--- src/rtl/audio_pkg.sv ---
`default_nettype none
// +----------------------------------------------------------------------+
// | audio_pkg                                                            |
// | Shared audio sample widths and stereo sample types.                  |
// | Revision: 1.0                                                        |
// +----------------------------------------------------------------------+
package audio_pkg;

  localparam int SAMPLE_W   = 24;
  localparam int I2S_SLOT_W = 32;

  typedef logic signed [SAMPLE_W-1:0] sample_t;

  typedef struct packed {
    sample_t l;
    sample_t r;
  } stereo_t;

endpackage
`default_nettype wire

--- src/rtl/i2s_bclk_gen.sv ---
`default_nettype none
// +----------------------------------------------------------------------+
// | i2s_bclk_gen                                                         |
// | Bit-clock divider; flags the clk cycle on which bclk falls.          |
// | Revision: 1.0                                                        |
// +----------------------------------------------------------------------+
module i2s_bclk_gen #(
  parameter int BCLK_HALF = 4
) (
  input  logic clk,
  input  logic reset_n,
  input  logic enable,
  output logic bclk,
  output logic fall_stb
);

  localparam int C_DIV_W = (BCLK_HALF > 1) ? $clog2(BCLK_HALF) : 1;
  localparam logic [C_DIV_W-1:0] C_DIV_LAST = C_DIV_W'(BCLK_HALF - 1);
  localparam logic [C_DIV_W-1:0] C_DIV_ONE  = C_DIV_W'(1);

  logic [C_DIV_W-1:0] r_div_cnt;
  logic               r_bclk;
  logic               w_terminal;

  assign w_terminal = enable && (r_div_cnt == C_DIV_LAST);

  always_ff @(posedge clk) begin
    if (!reset_n || !enable) begin
      r_div_cnt <= '0;
      r_bclk    <= 1'b0;
    end else if (w_terminal) begin
      r_div_cnt <= '0;
      r_bclk    <= ~r_bclk;
    end else begin
      r_div_cnt <= r_div_cnt + C_DIV_ONE;
    end
  end

  // Strobe coincides with the edge that drives bclk low.
  assign fall_stb = w_terminal && r_bclk;
  assign bclk     = r_bclk;

endmodule
`default_nettype wire

--- src/rtl/i2s_dac_tx.sv ---
`default_nettype none
// +----------------------------------------------------------------------+
// | i2s_dac_tx                                                           |
// | I2S master transmitter: double-buffered stereo pair, MSB-first out.  |
// | Revision: 1.0                                                        |
// +----------------------------------------------------------------------+
module i2s_dac_tx
  import audio_pkg::*;
#(
  parameter int DATA_W    = SAMPLE_W,
  parameter int SLOT_W    = I2S_SLOT_W,
  parameter int BCLK_HALF = 4
) (
  input  logic              clk,
  input  logic              reset_n,
  input  logic              enable,
  input  logic [DATA_W-1:0] l_data,
  input  logic [DATA_W-1:0] r_data,
  input  logic              data_valid,
  output logic              data_ready,
  output logic              frame_start,
  output logic              underrun,
  output logic              bclk,
  output logic              lrclk,
  output logic              sdata
);

  localparam int C_FRAME_LEN = 2 * SLOT_W;
  localparam int C_CNT_W     = $clog2(C_FRAME_LEN);
  localparam int C_IDX_W     = (DATA_W > 1) ? $clog2(DATA_W) : 1;
  localparam logic [C_CNT_W-1:0] C_LAST = C_CNT_W'(C_FRAME_LEN - 1);
  localparam logic [C_CNT_W-1:0] C_SLOT = C_CNT_W'(SLOT_W);
  localparam logic [C_CNT_W-1:0] C_DATA = C_CNT_W'(DATA_W);
  localparam logic [C_CNT_W-1:0] C_ONE  = C_CNT_W'(1);

  typedef struct packed {
    logic [DATA_W-1:0] l;
    logic [DATA_W-1:0] r;
  } pair_t;

  logic               w_fall;
  logic [C_CNT_W-1:0] r_bit_cnt;
  logic               r_lrclk;
  logic               r_sdata;
  logic               r_frame_start;
  logic               r_underrun;
  logic               r_hold_full;
  logic               r_data_ready;
  pair_t              r_hold;
  pair_t              r_frame;

  logic [C_CNT_W-1:0] w_bit_nxt;
  logic [C_CNT_W-1:0] w_pos;
  logic               w_boundary;
  logic               w_right;
  logic               w_accept;
  logic               w_sbit;
  pair_t              w_frame_nxt;
  logic [DATA_W-1:0]  w_word;

  i2s_bclk_gen #(
    .BCLK_HALF (BCLK_HALF)
  ) u_bclk_gen (
    .clk      (clk),
    .reset_n  (reset_n),
    .enable   (enable),
    .bclk     (bclk),
    .fall_stb (w_fall)
  );

  assign w_accept = data_valid && r_data_ready;

  // Serial data is computed from the post-update position and frame so it
  // changes on the same edge as the bit counter.
  always_comb begin
    w_bit_nxt   = (r_bit_cnt == C_LAST) ? '0 : r_bit_cnt + C_ONE;
    w_boundary  = w_fall && (w_bit_nxt == '0);
    w_frame_nxt = (w_boundary && r_hold_full) ? r_hold : r_frame;
    w_right     = (w_bit_nxt >= C_SLOT);
    w_pos       = w_right ? (w_bit_nxt - C_SLOT) : w_bit_nxt;
    w_word      = w_right ? w_frame_nxt.r : w_frame_nxt.l;
    w_sbit      = 1'b0;
    if ((w_pos != '0) && (w_pos <= C_DATA)) begin
      w_sbit = w_word[C_IDX_W'(DATA_W - int'(w_pos))];
    end
  end

  always_ff @(posedge clk) begin
    if (!reset_n) begin
      r_bit_cnt     <= C_LAST;
      r_lrclk       <= 1'b1;
      r_sdata       <= 1'b0;
      r_frame_start <= 1'b0;
      r_underrun    <= 1'b0;
      r_frame       <= '0;
    end else begin
      r_frame_start <= 1'b0;
      r_underrun    <= 1'b0;
      if (!enable) begin
        r_bit_cnt <= C_LAST;
        r_lrclk   <= 1'b1;
        r_sdata   <= 1'b0;
      end else if (w_fall) begin
        r_bit_cnt <= w_bit_nxt;
        r_lrclk   <= w_right;
        r_sdata   <= w_sbit;
        r_frame   <= w_frame_nxt;
        if (w_boundary) begin
          r_frame_start <= 1'b1;
          r_underrun    <= !r_hold_full;
        end
      end
    end
  end

  // Accept and frame-load are exclusive: accept needs an empty holding buffer.
  always_ff @(posedge clk) begin
    if (!reset_n) begin
      r_hold_full  <= 1'b0;
      r_data_ready <= 1'b1;
      r_hold       <= '0;
    end else if (w_boundary && r_hold_full) begin
      r_hold_full  <= 1'b0;
      r_data_ready <= 1'b1;
    end else if (w_accept) begin
      r_hold.l     <= l_data;
      r_hold.r     <= r_data;
      r_hold_full  <= 1'b1;
      r_data_ready <= 1'b0;
    end
  end

  assign data_ready  = r_data_ready;
  assign frame_start = r_frame_start;
  assign underrun    = r_underrun;
  assign lrclk       = r_lrclk;
  assign sdata       = r_sdata;

endmodule
`default_nettype wire

--- config.mk ---
export PLATFORM = sky130hd
export DESIGN_NAME = i2s_dac_tx
export DESIGN_NICKNAME = d
export VERILOG_FILES = /design/src/rtl/audio_pkg.sv /design/src/rtl/i2s_bclk_gen.sv /design/src/rtl/i2s_dac_tx.sv
export SDC_FILE = /design/constraint.sdc
export NUM_CORES = 1
export LEC_CHECK = 0
export CAP_MARGIN = 15
export CORE_UTILIZATION = 30
export DETAILED_ROUTE_END_ITERATION = 10
export PLACE_DENSITY_LB_ADDON = 0.1
export SLEW_MARGIN = 30
export SYNTH_ARGS = -nofsm -noshare
export SYNTH_HDL_FRONTEND = slang
export SYNTH_SLANG_ARGS = --single-unit
export TNS_END_PERCENT = 1
--- constraint.sdc ---
create_clock -name clk -period 3.13 [get_ports clk]
set_clock_uncertainty 0.2 [all_clocks]
set_input_delay 0.626 -clock clk [delete_from_list [all_inputs] [get_ports clk]]
set_output_delay 0.626 -clock clk [all_outputs]
set_load 0.02 [all_outputs]
==> results of run 1 <==
-- critical path, stage by stage, from the launching register on --
cell and delay, ns:
dfxtp_1 0.32, buf_4 0.16, ha_1 0.66, mux2_2 0.42
o311ai_0 0.45, buf_4 0.20, a211oi_1 0.04, a31oi_1 0.21
a41oi_1 0.13
-- worst max-delay path by stage --
stage,startpoint,to,slack [ns],cells past startpoint
after global routing,r_bit_cnt[0],sdata,0.03,9
after global placement,enable,sdata,-0.12,10
final,r_bit_cnt[1],sdata,0.20,8
after CTS,r_bit_cnt[0],sdata,0.12,11
after floorplan,r_bit_cnt[1],r_hold[10],0.54,12
after detailed placement,enable,sdata,-0.16,10
-- final cells by class --
class / instances / area [sq um]
fill: 1749 / 10400
multi-input combinational: 468 / 2690
sequential: 111 / 2222
timing repair buffer: 86 / 820.8
tap: 220 / 275.3
clock buffer: 10 / 239.0
clock inverter: 6 / 43.79
inverter: 3 / 11.26
-- routing by layer --
layer  wire length, um  vias to the layer above  track usage (%)
li1                  -                     2220                -
met1              6183                     1999            19.38
met2              6015                       59            24.96
met3               368                       14            3.044
met4               184                        0            4.798
met5                 0                        -                0
-- flip-flops by register name, summed over array words and instances, names as in the netlist --
name	flops
data_ready	1
u_bclk_gen.r_div_cnt	2
r_hold_full	1
sdata	1
underrun	1
lrclk	1
r_hold	48
r_bit_cnt	6
u_bclk_gen.bclk	1
r_frame	48
frame_start	1
-- placed cells by master (no fill, tap or decap), types with 3 or more instances in the layout --
cell type	n
dfxtp_1	111
clkbuf_16	9
buf_4	26
nor3_1	6
nor3b_1	3
a31oi_1	4
nand2b_1	3
ha_1	3
a21boi_1	21
xnor2_1	5
mux2i_1	28
clkdlybuf4s50_1	56
inv_1	3
a22oi_1	6
nor4_1	4
o21ai_0	3
xor2_1	3
buf_12	3
o211ai_1	4
nand3_1	9
a21boi_0	76
nor2_1	15
nand2_1	218
and2_1	3
a21oi_1	12
-- cells in the mapped netlist, types with 3 or more instances --
library cell	instances	area, sq um
nand2_1	218	818.3
a21boi_0	76	570.6
and3_1	3	18.77
buf_4	5	37.54
a21boi_1	21	157.7
o21ai_0	3	15.01
o211ai_1	4	30.03
mux2i_1	28	280.3
inv_1	3	11.26
a22oi_1	6	45.04
nand3_1	9	45.04
buf_6	3	33.78
dfxtp_1	111	2222
clkbuf_1	22	82.58
nor3_1	6	30.03
buf_2	16	80.08
nor3b_1	3	22.52
and2_1	3	18.77
nor2_1	16	60.06
xnor2_1	5	43.79
a31oi_1	4	25.02
nand2b_1	3	18.77
xor2_1	3	26.28
a21oi_1	12	60.06
ha_1	3	37.54
nor4_1	4	25.02
-- cell families after synthesis --
| logic type | Yosys count |
|---|---|
| adder cells (fa/ha/maj) | 3 |
| buffers and inverters | 50 |
| multiplexers | 30 |
| XOR/XNOR | 8 |
| AO/OA/AOI/OAI | 146 |
| AND/OR/NAND/NOR | 281 |
| flip-flops | 111 |
-- where the power goes --
part / leakage [nW] / switching (mW) / internal, mW
registers: 0.902 / 0.0271 / 1.45
clock network: 0.139 / 0.543 / 0.567
logic: 1.32 / 0.0779 / 0.105
total: 2.36 / 0.648 / 2.12
==> summary.txt, run 1 <==
Outcome
  – Status: finished, final reports clean

Die
  – IO Count: 58
  – Die width: between 100 and 150 um
  – Die ar.: roughly 18000 sq um
  – Cell row count: 47
  – Initial Utilization: 30.88%
  – Core area: 16700 sq um
  – Die H: ~130 um

Flow run
  – Number of max-cap violations: 0

Drt
  – Initial DRC Count: 223
  – Final WL: about 13000 um
  – Vias/cell: 4.748
  – Via Count: around 4300
  – DR pass1 iterations: 4
  – DRC errors left: 0
  – Antenna Nets Post-Route: 0
  – WL/cell: between 10 and 15 um

Finish
  – Area Overhead vs Synth: 22.20%
  – # nets final: between 700 and 800
  – Diodes inserted: 0
  – Finished Layout Cells: roughly 900
  – Fraction of layout instances using a drive strength above 1: under 10%
  – Final instance area: 6302 sq um
  – Final Core Density: 37.74%

STA
  – Slew Viols, Final: 0
  – Hold slack: between 0.2 and 0.25 ns
  – Fmax: about 340 MHz
  – Post-route setup slack: approximately 0.20 ns
  – Crit path time final: between 2 and 3 ns
  – Relative slew margins: between 40 and 50%
  – Setup TNS: 0 ns
  – RSZ-0062 raised after global routing: false
  – Final Setup Violations: 0
  – Worst Tran Pin Value: ~0.8 ns
  – Tcrit/Tclk final: between 90% and 100%
  – Hold Fails Final Rpt: 0

Min path
  – Min-Delay Endpoint: u_bclk_gen.r_div_cnt[0]
  – Worst min path class: register to register
  – Hold Startpoint: u_bclk_gen.r_div_cnt[0]
  – Hold depth: 1

Yosys
  – Avg Cell Area, Syn: approximately 8.2 sq um
  – Post-synthesis compound-gate area fraction: a little over a fifth
  – FF+latch count, synth: ~110
  – Syn nets: approximately 700
  – Largest family of logic cells by synthesized area: simple AND/OR/NAND/NOR gates
  – Ys flop type: dfxtp_1
  – Synthesized-area fraction occupied by xor and xnor cells: approximately 1.4%
  – Synth Area in Simple Gates: a little under a quarter
  – Adder-Cell Fraction of Synth Area: 0.7278%
  – Mux share of post-synthesis cell area: between 5 and 6%
  – Netlist cell types: between 50 and 60
  – YS warnings: 0
  – Number of flops mapped to enable cells by yosys: 0
  – Synth Cell Area: between 5000 and 6000 sq um
  – Mapped Cells: about 630
  – Sequential area share after synthesis: 43.09%
  – Async SR Flop Fraction: 0%

Global route
  – Total track usage: 14.98%
  – First-pass GRT wire length: between 20000 and 25000 um
  – Total congestion overflow: 0
  – Largest net degree at the start of global routing: 99
  – Vias in the first global route: 4139
  – Initial antenna violation count: 0

CTS
  – H-tree depth: 3
  – Post-CTS setup buffer count: 0
  – Post-cts resize count: 0
  – Clk slew on worst S/H paths: 0.08 ns
  – Hold buffer count at cts: 0
  – TritonCTS buffer count: 9
  – Clock latency on the worst-skew pair: 0.36 ns
  – Root Buffer: clkbuf_16
  – CTS tree: built
  – CTS Sinks: roughly 110
  – Clk buf depth: 2

Setup path
  – FF-to-FF End: sdata
  – Setup crit start kind: register
  – Crit. End Element: register
  – R2R setup slack: 0.20 ns
  – Reg2reg path depth: 8
  – Critical path type: register to register
  – CP arrival: roughly 3.0 ns
  – CP Max Fanout: 13
  – FF-to-FF Start: r_bit_cnt[1]
  – Req. time, crit path: about 3.2 ns

Place
  – Cell count after placement: ~880
  – Worst slack at placement: -0.1603 ns
  – Port bufs: 57
  – Post-DP HPWL: 9090 um
  – GPL Wtd Cong: 0.7864
  – Placed Area: roughly 6000 sq um

Pwr
  – Peak supply drop: between 200 and 250 uV
  – Design Power: about 2.8 mW
  – PwrDens: 439.3 nW/um^2
  – Leak Pwr: about 2.4 nW
(Power assumes the default switching activity.)
==> run 2, diff against run 1 <==
- clock period: 3.13 -> 3.7 ns (I/O delays scaled with it)
==> summary.txt, run 2 (synthesized netlist as in run 1, its figures left out) <==
Drt
  – Highest Signal Layer: met4
  – DRC errors left: 0 (unchanged)
  – WL/cell: 14.36 um (+1.8%)
  – Antenna Nets Post-Route: 0 (unchanged)
  – Via Count: 4245 (-1.1%)
  – Final WL: 12730 um (-0.13%)
  – Vias/cell: 4.786 (+0.80%)
  – DR pass1 iterations: 5 (+1)
  – Initial DRC Count: 175 (-22%)
  – Detailed-routing wirelength on met1: 5957 um (-3.7%)
  – Detail Route met2 WL: 6004 um (-0.18%)
  – Met3 routed WL: 557 um (+51%)

Finish
  – Fraction of layout instances using a drive strength above 1: 6.597% (-2.3 points)
  – Fillers: 1778 (+1.7%)
  – Finished Layout Cells: 887 (-1.9%)
  – Largest registers: r_frame: 48 flops, r_hold: 48 flops, r_bit_cnt: 6 flops
  – # nets final: 718 (-2.2%)
  – Area Overhead vs Synth: 20.01%
  – Diodes inserted: 0 (unchanged)
  – Final instance area: 6190 sq um (-1.8%)
  – Most frequent cells in the layout: 218 x nand2_1, 111 x dfxtp_1, 76 x a21boi_0, 56 x clkdlybuf4s50_1, 28 x mux2i_1
  – Most common cell after layout, fill and taps aside: nand2_1

STA
  – Crit path time final: 3.084 ns (+0.1516 ns)
  – Fmax: 324.3 MHz (-4.9%)
  – Worst Tran Pin Value: 0.8623 ns (+0.05070 ns)
  – Hold Fails Final Rpt: 0 (unchanged)
  – Slew Viols, Final: 0 (unchanged)
  – Final Setup Violations: 0 (unchanged)
  – Relative slew margins: 42.51% (-3.4 points)
  – RSZ-0062 raised after global routing: false
  – Tcrit/Tclk final: 83.34% (-10 points)
  – Setup TNS: 0 ns (unchanged)

CTS
  – Hold buffer count at cts: 0 (unchanged)
  – TritonCTS buffer count: 9 (unchanged)
  – Post-CTS setup buffer count: 0 (unchanged)
  – Root Buffer: clkbuf_16
  – H-tree depth: 3 (unchanged)
  – CTS tree: built
  – CTS Sinks: 111 (unchanged)
  – Clock latency on the worst-skew pair: 0.36 ns (about the same)
  – Clk buf depth: 2 (unchanged)
  – Post-cts resize count: 0 (unchanged)
  – Clk slew on worst S/H paths: 0.07 ns (about the same)

Min path
  – Worst min path class: register to register

Place
  – Port bufs: 57 (unchanged)
  – GPL Wtd Cong: 0.7660 (-2.6%)
  – Placed Area: 5867 sq um (-1.9%)
  – Cell count after placement: 871 (-1.4%)
  – Post-DP HPWL: 8748 um (-3.8%)

Setup path
  – CP arrival: 3.12 ns (+0.16 ns)
  – Req. time, crit path: 3.74 ns (+0.58 ns)
  – Crit. End Element: register
  – CP Max Fanout: 14 (+1)
  – Critical path type: register to register
  – Setup crit start kind: register

Pwr
  – Internal power: 1.849 mW (-13%)
  – Leak Pwr: 2.291 nW (-2.9%)
  – Peak supply drop: 266.7 uV (+8.4%)
  – PwrDens: 389.0 nW/um^2 (-11%)
  – Part of the power in registers: 51.8% (-1.5 points)
  – Clk pwr share: 41.7% (+1.6 points)
  – Design Power: 2.408 mW (-13%)
  – Share of total power in combinational logic: 6.5% (about the same)
  – Sw Ratio: 23.21% (-0.20 points)
  – Net switching power: 0.5588 mW (-14%)

Die
  – Cell row count: 47 (unchanged)
  – Initial Utilization: 30.88% (unchanged)
  – Die H: 133.1 um (unchanged)
  – Die width: 133.1 um (unchanged)
  – Die ar.: 17720 sq um (unchanged)
  – IO Count: 58 (unchanged)
  – Core area: 16700 sq um (unchanged)

Global route
  – Total track usage: 15.15% (+0.17 points)
  – First-pass GRT wire length: 21180 um (+0.86%)
  – Initial antenna violation count: 0 (unchanged)
  – Total congestion overflow: 0 (unchanged)
  – Vias in the first global route: 4059 (-1.9%)
  – Largest net degree at the start of global routing: 100 (+1.0%)

Outcome
  – Status: finished, final reports clean

Flow run
  – Number of max-cap violations: 0 (unchanged)
-- run 2: worst paths after layout --
check / start / to / slack [ns] / depth (start not counted)
min reg2reg: u_bclk_gen.r_div_cnt[0] / u_bclk_gen.r_div_cnt[0] / 0.23 / 1
max: r_bit_cnt[0] / sdata / 0.62 / 10
max reg2reg: r_bit_cnt[0] / sdata / 0.62 / 10
min: u_bclk_gen.r_div_cnt[0] / u_bclk_gen.r_div_cnt[0] / 0.23 / 1
-- run 2: per-layer routing --
metal | vias up | global-route usage, %
met1 | 1965 | 19.46
li1 | 2192 | -
met4 | 0 | 5.429
met2 | 74 | 24.75
met5 | - | 0
met3 | 14 | 3.615
-- run 2: power by group through the flow --
| stage | clock network (mW) | registers, mW | logic (mW) |
|---|---|---|---|
| 3_5_place_dp | 0 | 1.28 | 0.157 |
| 5_1_grt | 1.08 | 1.25 | 0.174 |
| 3_3_place_gp | 0 | 1.28 | 0.155 |
| 2_1_floorplan | 0 | 1.27 | 0.0836 |
| 6_report | 1.00 | 1.25 | 0.155 |
| 4_1_cts | 1.04 | 1.25 | 0.157 |
-- run 2: per-stage QoR --
stage / utilization (%) / setup slack [ns] / hold slack [ns]
after floorplan: - / 1.114 / 0.2084
after global placement: 35.13 / 0.3549 / 0.2174
after detailed placement: 35.13 / 0.3517 / 0.2317
after CTS: 36.94 / 0.5858 / 0.2434
after global routing: 37.06 / 0.3741 / 0.2594
final: 37.06 / 0.6164 / 0.2343
-- run 2: area by class of cell --
type                            count  area, sq um  share of cell area [%]
Clock buffer                        9        225.2                   3.639
Clock inverter                      6        77.57                   1.253
Inverter                            3        11.26                  0.1819
Multi-Input combinational cell    468         2690                   43.46
Sequential cell                   111         2222                   35.90
Tap cell                          220        275.3                   4.447
Timing Repair Buffer               70        688.2                   11.12
-- run 2: worst max-delay path, stage by stage (launching register included) --
cell and delay, ns:
dfxtp_1 0.53, ha_1 0.50, nand4_1 0.27, nor4_4 0.25
a21oi_4 0.06, buf_4 0.21, mux2i_1 0.19, a21oi_1 0.08
o311ai_0 0.38, a31o_2 0.23, a41oi_1 0.04
